**src/rtl/vec_pipe_if.sv**
```systemverilog
// Valid/ready vector bus between a producer, vec_pipe_reg and a consumer.
// master drives the input side and consumes the output side.
interface vec_pipe_if #(
  parameter int WIDTH = 8,
  parameter int DEPTH = 4
);
  logic                          in_valid;
  logic                          in_ready;
  logic [0:DEPTH-1][WIDTH-1:0]   in_data;
  logic [DEPTH-1:0]              in_mask;
  logic                          out_valid;
  logic                          out_ready;
  logic [0:DEPTH-1][WIDTH-1:0]   out_data;

  modport master (
    output in_valid,
    output in_data,
    output in_mask,
    output out_ready,
    input  in_ready,
    input  out_valid,
    input  out_data
  );

  modport slave (
    input  in_valid,
    input  in_data,
    input  in_mask,
    input  out_ready,
    output in_ready,
    output out_valid,
    output out_data
  );
endinterface

```
**src/rtl/vec_pipe_reg.sv**
```systemverilog
// Masked vector pipeline register chain with valid/ready flow control.
// Define VEC_PIPE_REG_OCC_EN to add the registered occupancy output.
module vec_pipe_reg #(
  parameter int WIDTH  = 8,
  parameter int DEPTH  = 4,
  parameter int STAGES = 2
) (
  input  logic clk,
  input  logic reset,
  input  logic flush,
`ifdef VEC_PIPE_REG_OCC_EN
  output logic [$clog2(STAGES+1)-1:0] occupancy,
`endif
  vec_pipe_if.slave bus
);

  typedef logic [0:DEPTH-1][WIDTH-1:0] vec_t;

  logic [STAGES-1:0] r_v;
  vec_t              r_d [STAGES];
  logic [STAGES-1:0] w_rdy;
  logic              w_in_xfer;

  // Ready chain: a stage accepts if it is empty or everything ahead can move.
  always_comb begin
    logic w_acc;
    w_acc = bus.out_ready;
    w_rdy = '0;
    for (int s = STAGES - 1; s >= 0; s--) begin
      w_acc    = !r_v[s] || w_acc;
      w_rdy[s] = w_acc;
    end
  end

  assign bus.in_ready  = w_rdy[0] && !flush;
  assign w_in_xfer     = bus.in_valid && bus.in_ready;
  assign bus.out_valid = r_v[STAGES-1];
  assign bus.out_data  = r_d[STAGES-1];

  // Valid bits shift forward; flush empties the whole chain.
  always_ff @(posedge clk or negedge reset) begin
    if (!reset) begin
      r_v <= '0;
    end else if (flush) begin
      r_v <= '0;
    end else begin
      if (w_rdy[0]) r_v[0] <= w_in_xfer;
      for (int s = 1; s < STAGES; s++) begin
        if (w_rdy[s]) r_v[s] <= r_v[s-1];
      end
    end
  end

  // Data moves only with a valid vector; stage 0 merges masked lanes.
  always_ff @(posedge clk or negedge reset) begin
    if (!reset) begin
      for (int s = 0; s < STAGES; s++) r_d[s] <= '0;
    end else if (!flush) begin
      if (w_in_xfer) begin
        for (int l = 0; l < DEPTH; l++) begin
          if (bus.in_mask[l]) r_d[0][l] <= bus.in_data[l];
        end
      end
      for (int s = 1; s < STAGES; s++) begin
        if (w_rdy[s] && r_v[s-1]) r_d[s] <= r_d[s-1];
      end
    end
  end

`ifdef VEC_PIPE_REG_OCC_EN
  localparam int OW = $clog2(STAGES + 1);

  logic [OW-1:0] r_occ;
  logic          w_out_xfer;

  assign w_out_xfer = r_v[STAGES-1] && bus.out_ready;
  assign occupancy  = r_occ;

  // Occupancy tracks the number of set valid bits.
  always_ff @(posedge clk or negedge reset) begin
    if (!reset) begin
      r_occ <= '0;
    end else if (flush) begin
      r_occ <= '0;
    end else if (w_in_xfer && !w_out_xfer) begin
      r_occ <= r_occ + OW'(1);
    end else if (!w_in_xfer && w_out_xfer) begin
      r_occ <= r_occ - OW'(1);
    end
  end
`endif

endmodule

```
**src/flat_wrapper.sv**
```systemverilog
// flat-port wrapper written by rule: the top's interface ports become plain ports
module vec_pipe_reg_flat 
#(
  parameter int WIDTH  = 8,
  parameter int DEPTH  = 4,
  parameter int STAGES = 2
)
  (clk, reset, flush, bus_in_valid, bus_in_data, bus_in_mask, bus_out_ready, bus_in_ready, bus_out_valid, bus_out_data);
  vec_pipe_if #(.WIDTH(WIDTH), .DEPTH(DEPTH)) bus_i ();
  input  logic clk;
  input  logic reset;
  input  logic flush;
  input wire logic [$bits(bus_i.in_valid)-1:0] bus_in_valid;
  input wire logic [$bits(bus_i.in_data)-1:0] bus_in_data;
  input wire logic [$bits(bus_i.in_mask)-1:0] bus_in_mask;
  input wire logic [$bits(bus_i.out_ready)-1:0] bus_out_ready;
  output wire logic [$bits(bus_i.in_ready)-1:0] bus_in_ready;
  output wire logic [$bits(bus_i.out_valid)-1:0] bus_out_valid;
  output wire logic [$bits(bus_i.out_data)-1:0] bus_out_data;
  assign bus_i.in_valid = bus_in_valid;
  assign bus_i.in_data = bus_in_data;
  assign bus_i.in_mask = bus_in_mask;
  assign bus_i.out_ready = bus_out_ready;
  assign bus_in_ready = bus_i.in_ready;
  assign bus_out_valid = bus_i.out_valid;
  assign bus_out_data = bus_i.out_data;
  vec_pipe_reg #(.WIDTH(WIDTH), .DEPTH(DEPTH), .STAGES(STAGES)) u_core (.clk(clk), .reset(reset), .flush(flush), .bus(bus_i));
endmodule
```
**config.mk**
```make
export PLATFORM = sky130hd
export DESIGN_NAME = vec_pipe_reg_flat
export DESIGN_NICKNAME = d
export VERILOG_FILES = /design/src/rtl/vec_pipe_if.sv /design/src/rtl/vec_pipe_reg.sv /design/src/flat_wrapper.sv
export SDC_FILE = /design/constraint.sdc
export NUM_CORES = 1
export LEC_CHECK = 0
export CORE_MARGIN = 1
export CORE_UTILIZATION = 25
export DETAILED_ROUTE_END_ITERATION = 16
export REMOVE_ABC_BUFFERS = 1
export SYNTH_ARGS = -nofsm -noshare
export SYNTH_HDL_FRONTEND = slang
export SYNTH_SLANG_ARGS = --single-unit
```
**constraint.sdc**
```tcl
create_clock -name clk -period 1.4 [get_ports clk]
set_input_delay 0.28 -clock clk [delete_from_list [all_inputs] [get_ports clk]]
set_output_delay 0.28 -clock clk [all_outputs]
set_load 0.01 [all_outputs]
```
* Yosys cells after proc, flatten, opt, wreduce, memory -nomap -nowiden
Index checks and enable logic that the tools add are counted.
W data, S select, Z words.
** Word-level totals
- Bits of input ports :: 41
- Output and inout port bits :: 34
- Register bits :: 66
** Operators by class
- Muxes and demuxes :: 3
- Reduce and logical (&&, ||, !) cells :: 15
- Bitwise gates (word level) :: 1
** Operators by type and width (count)
- $reduce_and A3 Y1 :: 4
- $reduce_bool A2 Y1 :: 2
- $logic_and A1 B1 Y1 :: 3
- $logic_not A1 Y1 :: 3
- $logic_or A1 B1 Y1 :: 2
- $mux W1 :: 2
- $mux W2 :: 1
- $reduce_and A2 Y1 :: 1
- $not A1 Y1 :: 1

* Longest topological paths before layout
Gate-level depths: netlist of the first run.
- Word-level depth :: 7
- Mapped depth :: 4
- Depth with buffers taken out :: 3

* Worst setup path before layout of the first run
OpenSTA, ideal clock, no wires.
- Kind :: reg2reg
- From :: reg u_core.r_v[1]
- To :: reg u_core.r_d[32] (netlist bit)
- Arrival time :: 1167 ps
- Setup slack :: 108 ps
- Path buffers :: 1
- Setup time :: 125 ps
- Stages on the path, launching flop included :: 5
- Cells stage by stage :: dfrtp_1 > nand3b_1 > and3_1 > buf_6 > mux2_4
** On the way
- Cells in the longest elaborated chain, start to end :: 6
** RTL lines
- start, declared :: RTL line vec_pipe_reg.sv:19 : logic [STAGES-1:0] r_v;
- start signal, assigned by index :: RTL line vec_pipe_reg.sv:49 : if (w_rdy[s]) r_v[s] <= r_v[s-1];
- $logic_not A1 Y1 :: RTL line vec_pipe_reg.sv:30 : w_acc = !r_v[s] || w_acc;
- $logic_or A1 B1 Y1 (2 in a row) :: RTL line vec_pipe_reg.sv:30
- $logic_and A1 B1 Y1 :: RTL line vec_pipe_reg.sv:35 : assign bus.in_ready = w_rdy[0] && !flush;
- $logic_and A1 B1 Y1 :: RTL line vec_pipe_reg.sv:36 : assign w_in_xfer = bus.in_valid && bus.in_ready;
- $reduce_and A3 Y1 (no line)
- end signal, assigned by index :: RTL line vec_pipe_reg.sv:61 : if (bus.in_mask[l]) r_d[0][l] <= bus.in_data[l];
- end signal, assigned by index :: RTL line vec_pipe_reg.sv:65 : if (w_rdy[s] && r_v[s-1]) r_d[s] <= r_d[s-1];
- end, declared :: RTL line vec_pipe_reg.sv:20 : vec_t r_d [STAGES];
Every way passes these cells.
A chain may end at the register's enable or synchronous reset.

* Worst setup path after layout of the first run
- From :: in bus_in_valid
- To :: reg u_core.r_d[44] (netlist bit)
** On the way
- Cells in the longest elaborated chain, start to end :: 2
** RTL lines
- start, declared :: RTL line flat_wrapper.sv:13 : input wire logic [$bits(bus_i.in_valid)-1:0] bus_in_valid;
- $logic_and A1 B1 Y1 :: RTL line vec_pipe_reg.sv:36
- $reduce_and A3 Y1 (no line)
Every way passes these cells.

==> results of run 1 <==
-- area by class of cell --
class                      count  area [sq um]
timing repair buffer          91         964.7
multi-input combinational     75         954.7
clock inverter                 2         10.01
fill                        1075          6993
sequential                    66          1652
inverter                       2         7.507
clock buffer                  14         274.0
tap                          140         175.2
-- final timing paths --
check	to	cells after the start
worst max register to register	u_core.r_d[44]$_DFFE_PN0P_	5
max in group asynchronous	u_core.r_d[32]$_DFFE_PN0P_	3
worst min-delay path	u_core.bus.out_data[13]$_DFFE_PN0P_	2
worst max-delay path	u_core.r_d[44]$_DFFE_PN0P_	5
worst min register to register	u_core.bus.out_data[11]$_DFFE_PN0P_	1
min in group clk	u_core.r_v[1]$_DFFE_PN0P_	3
-- routing by layer --
layer | global-route usage | up-vias
met3 | 0.03972 | 8
li1 | - | 722
met2 | 0.1554 | 53
met4 | 0.04000 | 0
met5 | 0 | -
met1 | 0.1352 | 780
-- cells in the mapped netlist --
cell type	instances
a21oi_1	2
and3_1	4
buf_4	32
buf_6	7
dfrtp_1	66
inv_1	2
mux2_2	32
mux2_4	32
nand2b_1	1
nand3b_1	1
nand3b_2	1
nor2b_1	2
-- worst max-delay path, cell delays in order --
cell             delay [ns]
clkdlybuf4s50_1        0.47
nor2b_2                0.24
and3_4                 0.23
buf_12                 0.14
mux2_4                 0.30
-- power by group through the flow --
stage                     combinational, mW  clock (mW)  sequential [mW]
after CTS                              1.49        2.21             2.66
after floorplan                       0.594           0             2.81
after global routing                   1.59        2.27             2.72
final                                  1.47        2.10             2.65
after detailed placement               1.68           0             2.70
after global placement                 1.66           0             2.69
-- metrics by stage --
step / util / setup TNS (ns) / power, mW / instance area [sq um] / hold WS (ns)
floorplan: - / -5.820 / 3.405 / 2572 / -0.01559
global placement: 0.3333 / -28.66 / 4.346 / 3676 / 0.2292
detailed placement: 0.3333 / -28.32 / 4.381 / 3676 / 0.2316
CTS: 0.3649 / -1.195 / 6.362 / 4025 / 0.4007
global route: 0.3660 / -4.229 / 6.584 / 4038 / 0.4523
finish: 0.3660 / -1.859 / 6.222 / 4038 / 0.4311
-- registers in the layout, indices dropped and copies added, names as in the netlist --
signal and flops:
u_core.r_d 32, u_core.bus.out_data 32, u_core.r_v 2
-- kinds of logic after synthesis --
family	Yosys count	share of synthesized area
and+or+nand+nor	9	0.02164
DFF	66	0.5712
AOI/OAI and AO/OA	2	0.003462
muxes	64	0.2908
buffers and inverters	41	0.1129
-- placed cells by master, fill, tap and decap left out, types with 3 or more instances in the layout --
master           instances
and3_4                   4
buf_12                  10
buf_4                    5
clkbuf_16                9
clkbuf_8                 3
clkdlybuf4s50_1         37
dfrtp_1                 66
dlygate4sd2_1           34
mux2_2                  32
mux2_4                  32
-- what timing repair did --
item                                    CTS  global route
gates resized for setup                  48             3
hold buffers                              1             0
cloned                                    1             0
endpoints found under the setup margin   98            66
pin swaps                                 4             1
buffers inserted                          2             1
endpoints found under the hold margin    27             0
==> flow_summary.ini, run 1 <==
[die]
die-area_sq_mm = 0.01200
core-area_sq_mm = 0.01103
io_pins = 75
initial_utilization = 0.2621
die_x_microns = 109.5
fp-row-count = 38
die_y_microns = 109.5

[timing]
finalClockSkew_ns = 0.005721
fin_crit_ns = 1.469
slew_viol_final = 0
slew_headroom = 0.7324
fin_crit_sh = 1.049
worstMarginPinSlew_ns = 0.4014
layout_setup_ws_ns = -0.06928
setup_viol = 33
finalHoldViolCount = 0
fmax_ghz = 0.6806
rsz0062_at_grt = true

[clocking]
clk_latency_ns = 0.32
tritoncts = yes
cts-buffers-inserted = 9
clk_path_buf_depth = 2
cts_root_buf = clkbuf_16
path_clk_slew_ns = 0.05
cts_max_level = 3
cts.sinks = 66

[layout]
diodes = 0
area_growth_pct = 39.64
nets = 286
layout-drive-gt1-share = 0.4200
instances_no_fill = 390

[outcome]
status = finished with violations
violations = negative setup slack

[routing]
first_pass_iters = 4
met1Wirelength_microns = 2638
drc = 0
wl_per_cell_microns = 14.32
drt_iter0_drc = 42
wl_met2_microns = 2534
routed.top_layer = met4
viasPerCell = 4.008
detailroute.via_count = 1563
routed_wl_microns = 5586
ant_nets = 0
routed-wl-met3_microns = 334

[synth]
synth_seq_cells = 66
seq_area_frac_synth = 0.5712
yosysTopAreaCellShare = 0.5712
netlist_area_sq_mm = 0.002892
synth.area.top_cells = dfrtp_1, mux2_4, mux2_2
synth_area_per_cell_sq_um = 15.89
synth.largest_area_cell = dfrtp_1
synthDistinctLibCells = 12
yosys_warnings = 0
syn_inst = 182

[global_routing]
antenna_found_initial = 0
grt_pass1_vias = 1752
grt_pass1_wl_microns = 9004
grt_overflow_total = 0
grt_max_degree = 35
track_usage = 0.1039

[pwr]
internal_power_mw = 4.702
seq_power_share = 0.426
power-per-cell-area_mw_per_mm2 = 1541
p_leak_nw = 1.845
power_frac_comb = 0.236
swShare = 0.2443
switching_power_mw = 1.520
ir_drop_mv = 0.8573
p_clk_frac = 0.338

[worst_setup_path]
ff2ff_setup_slack_ns = -0.07
cp_max_fo = 8
end_kind = register
crit_path_start = bus_in_valid
worstPathRequired_ns = 1.60
start_kind = input port
r2r-start = u_core.r_v[0]$_DFFE_PN0P_
cp.arrival_ns = 1.67
critPathKind = in2reg

[placed_design]
dp.cells = 369
pre_cts_ws_ns = -0.5621
post-dp-hpwl_microns = 3694
place.gp.congestion = 0.6293
io_buffers = 74

[min_path]
min_path_type = in2async

[job]
cap_viol_max_count = 0
No activity file was read; power rests on OpenSTA's default activity.
==> run 2: changes to the inputs <==
CELL_PAD_IN_SITES_DETAIL_PLACEMENT = 0   (was unset)
CELL_PAD_IN_SITES_GLOBAL_PLACEMENT = 1   (was unset)
PLACE_DENSITY_LB_ADDON = 0.1   (was unset)
SKIP_LAST_GASP = 1   (was unset)
==> flow_summary.ini, run 2 (synthesis gave the netlist of run 1 again) <==
[outcome]
status = finished with violations
violations = negative setup slack

[layout]
layout-drive-gt1-share = 0.4057
regArea_sq_mm = 0.001652
fillers = 1092
final_common_cell = dfrtp_1
area_growth_pct = 39.38
final_cell_mix = dfrtp_1, mux2_4, clkdlybuf4s50_1
multi_input_area_sq_mm = 0.001016
nets = 282
diodes = 0
post-route-util = 0.3654

[die]
initial_utilization = 0.2621
die-area_sq_mm = 0.01200
io_pins = 75
core-area_sq_mm = 0.01103
die_x_microns = 109.5
die_y_microns = 109.5
fp-row-count = 38

[routing]
drt_iter0_drc = 35
routed_wl_microns = 6136
ant_nets = 0
wl_per_cell_microns = 15.98
detailroute.via_count = 1555
first_pass_iters = 4
viasPerCell = 4.049
drc = 0

[worst_setup_path]
ff2ff_setup_slack_ns = -0.01
reg2reg_depth = 5
end_kind = register
worstPathRequired_ns = 1.60
cp_top_family = flip-flops
slowest_delay_ns = 0.38
crit_buf_inv = 2
r2r_end = u_core.bus.out_data[26]$_DFFE_PN0P_
cpMaxStageDelayCell = dfrtp_1
cp.arrival_ns = 1.61
r2r-start = u_core.r_v[1]$_DFFE_PN0P_
critPathKind = reg2reg
cp_cell_sequence = buf_6 > nand2b_4 > nand3b_4 > clkbuf_16 > mux2_4
cp_max_fo = 8
start_kind = register

[timing]
finalClockSkew_ns = 0.007062
fmax_ghz = 0.7093
layout_setup_ws_ns = -0.009865
setup_viol = 10
worstMarginPinSlew_ns = 0.3658
hold_slack_ns = 0.4089
finalHoldViolCount = 0
slew_viol_final = 0
rsz0062_at_grt = true
slew_headroom = 0.7562
fin_crit_ns = 1.410
fin_crit_sh = 1.007

[job]
cap_viol_max_count = 0

[placed_design]
place.gp.congestion = 0.6362
io_buffers = 74
pre_cts_ws_ns = -0.5147
post-dp-hpwl_microns = 3614

[clocking]
cts-buffers-inserted = 9
clk_latency_ns = 0.32
cts.sinks = 66
cts_root_buf = clkbuf_16
tritoncts = yes
cts_max_level = 3
path_clk_slew_ns = 0.05
clk_path_buf_depth = 2

[min_path]
min_path_type = in2reg
whs_endpoint = u_core.r_v[0]$_DFFE_PN0P_
worstHoldStart = flush
whs_path_depth = 2

[global_routing]
grt_pass1_vias = 1647
antenna_found_initial = 0
grt_overflow_total = 0
grt_max_degree = 67
grt_pass1_wl_microns = 9059
track_usage = 0.1048

[pwr]
p_leak_nw = 1.883
power-per-cell-area_mw_per_mm2 = 1551
total_power_mw = 6.250
ir_drop_mv = 0.4682
==> run 2: how the worst max path moves through the flow <==
| stage | startpoint | to | cells past startpoint |
|---|---|---|---|
| finish | u_core.r_v[1]$_DFFE_PN0P_ | u_core.bus.out_data[26]$_DFFE_PN0P_ | 5 |
| global route | u_core.r_v[1]$_DFFE_PN0P_ | u_core.bus.out_data[13]$_DFFE_PN0P_ | 5 |
| CTS | u_core.r_v[0]$_DFFE_PN0P_ | bus_in_ready | 3 |
| detailed placement | flush | u_core.r_d[51]$_DFFE_PN0P_ | 5 |
| global placement | flush | u_core.r_d[34]$_DFFE_PN0P_ | 5 |
| floorplan | u_core.r_v[1]$_DFFE_PN0P_ | u_core.bus.out_data[0]$_DFFE_PN0P_ | 3 |
==> run 2: cell type report <==
class	count	share of cell area
flip-flops and latches	66	0.4098
multi-input cells	75	0.2521
repair buffers	87	0.2282
clock buffers	11	0.06023
well taps	140	0.04346
clock inverters	3	0.004346
inverters	2	0.001863
==> run 2: what timing repair did <==
action,in CTS,in global routing
resized for setup,43,22
pin swaps,4,2
buffers inserted,2,0
hold endpoints to repair,61,0
cloned,0,3
endpoints found under the setup margin,66,66
hold buffers,1,0
==> run 2: per-stage QoR <==
step,setup TNS [ns],cells,instance area [sq um]
2_1_floorplan,-5.820,143,2572
3_3_place_gp,-26.21,367,3646
3_5_place_dp,-26.56,367,3646
4_1_cts,-2.363,383,3897
5_1_grt,-2.171,384,4030
6_report,-0.04444,384,4030
==> run 2: report_power, final <==
| group | internal, mW | switching [mW] |
|---|---|---|
| logic | 1.02 | 0.540 |
| registers | 2.41 | 0.255 |
| clock network | 1.22 | 0.797 |
==> run 2: layer usage <==
| layer | routed length [microns] | share of wire | GRT usage | vias up |
|---|---|---|---|---|
| met5 | 0 | 0 | 0 | - |
| met2 | 2708 | 0.44 | 0.1563 | 53 |
| met4 | 98 | 0.016 | 0.05143 | 0 |
| met1 | 2846 | 0.46 | 0.1319 | 783 |
| met3 | 482 | 0.079 | 0.04090 | 9 |
| li1 | - | - | - | 710 |
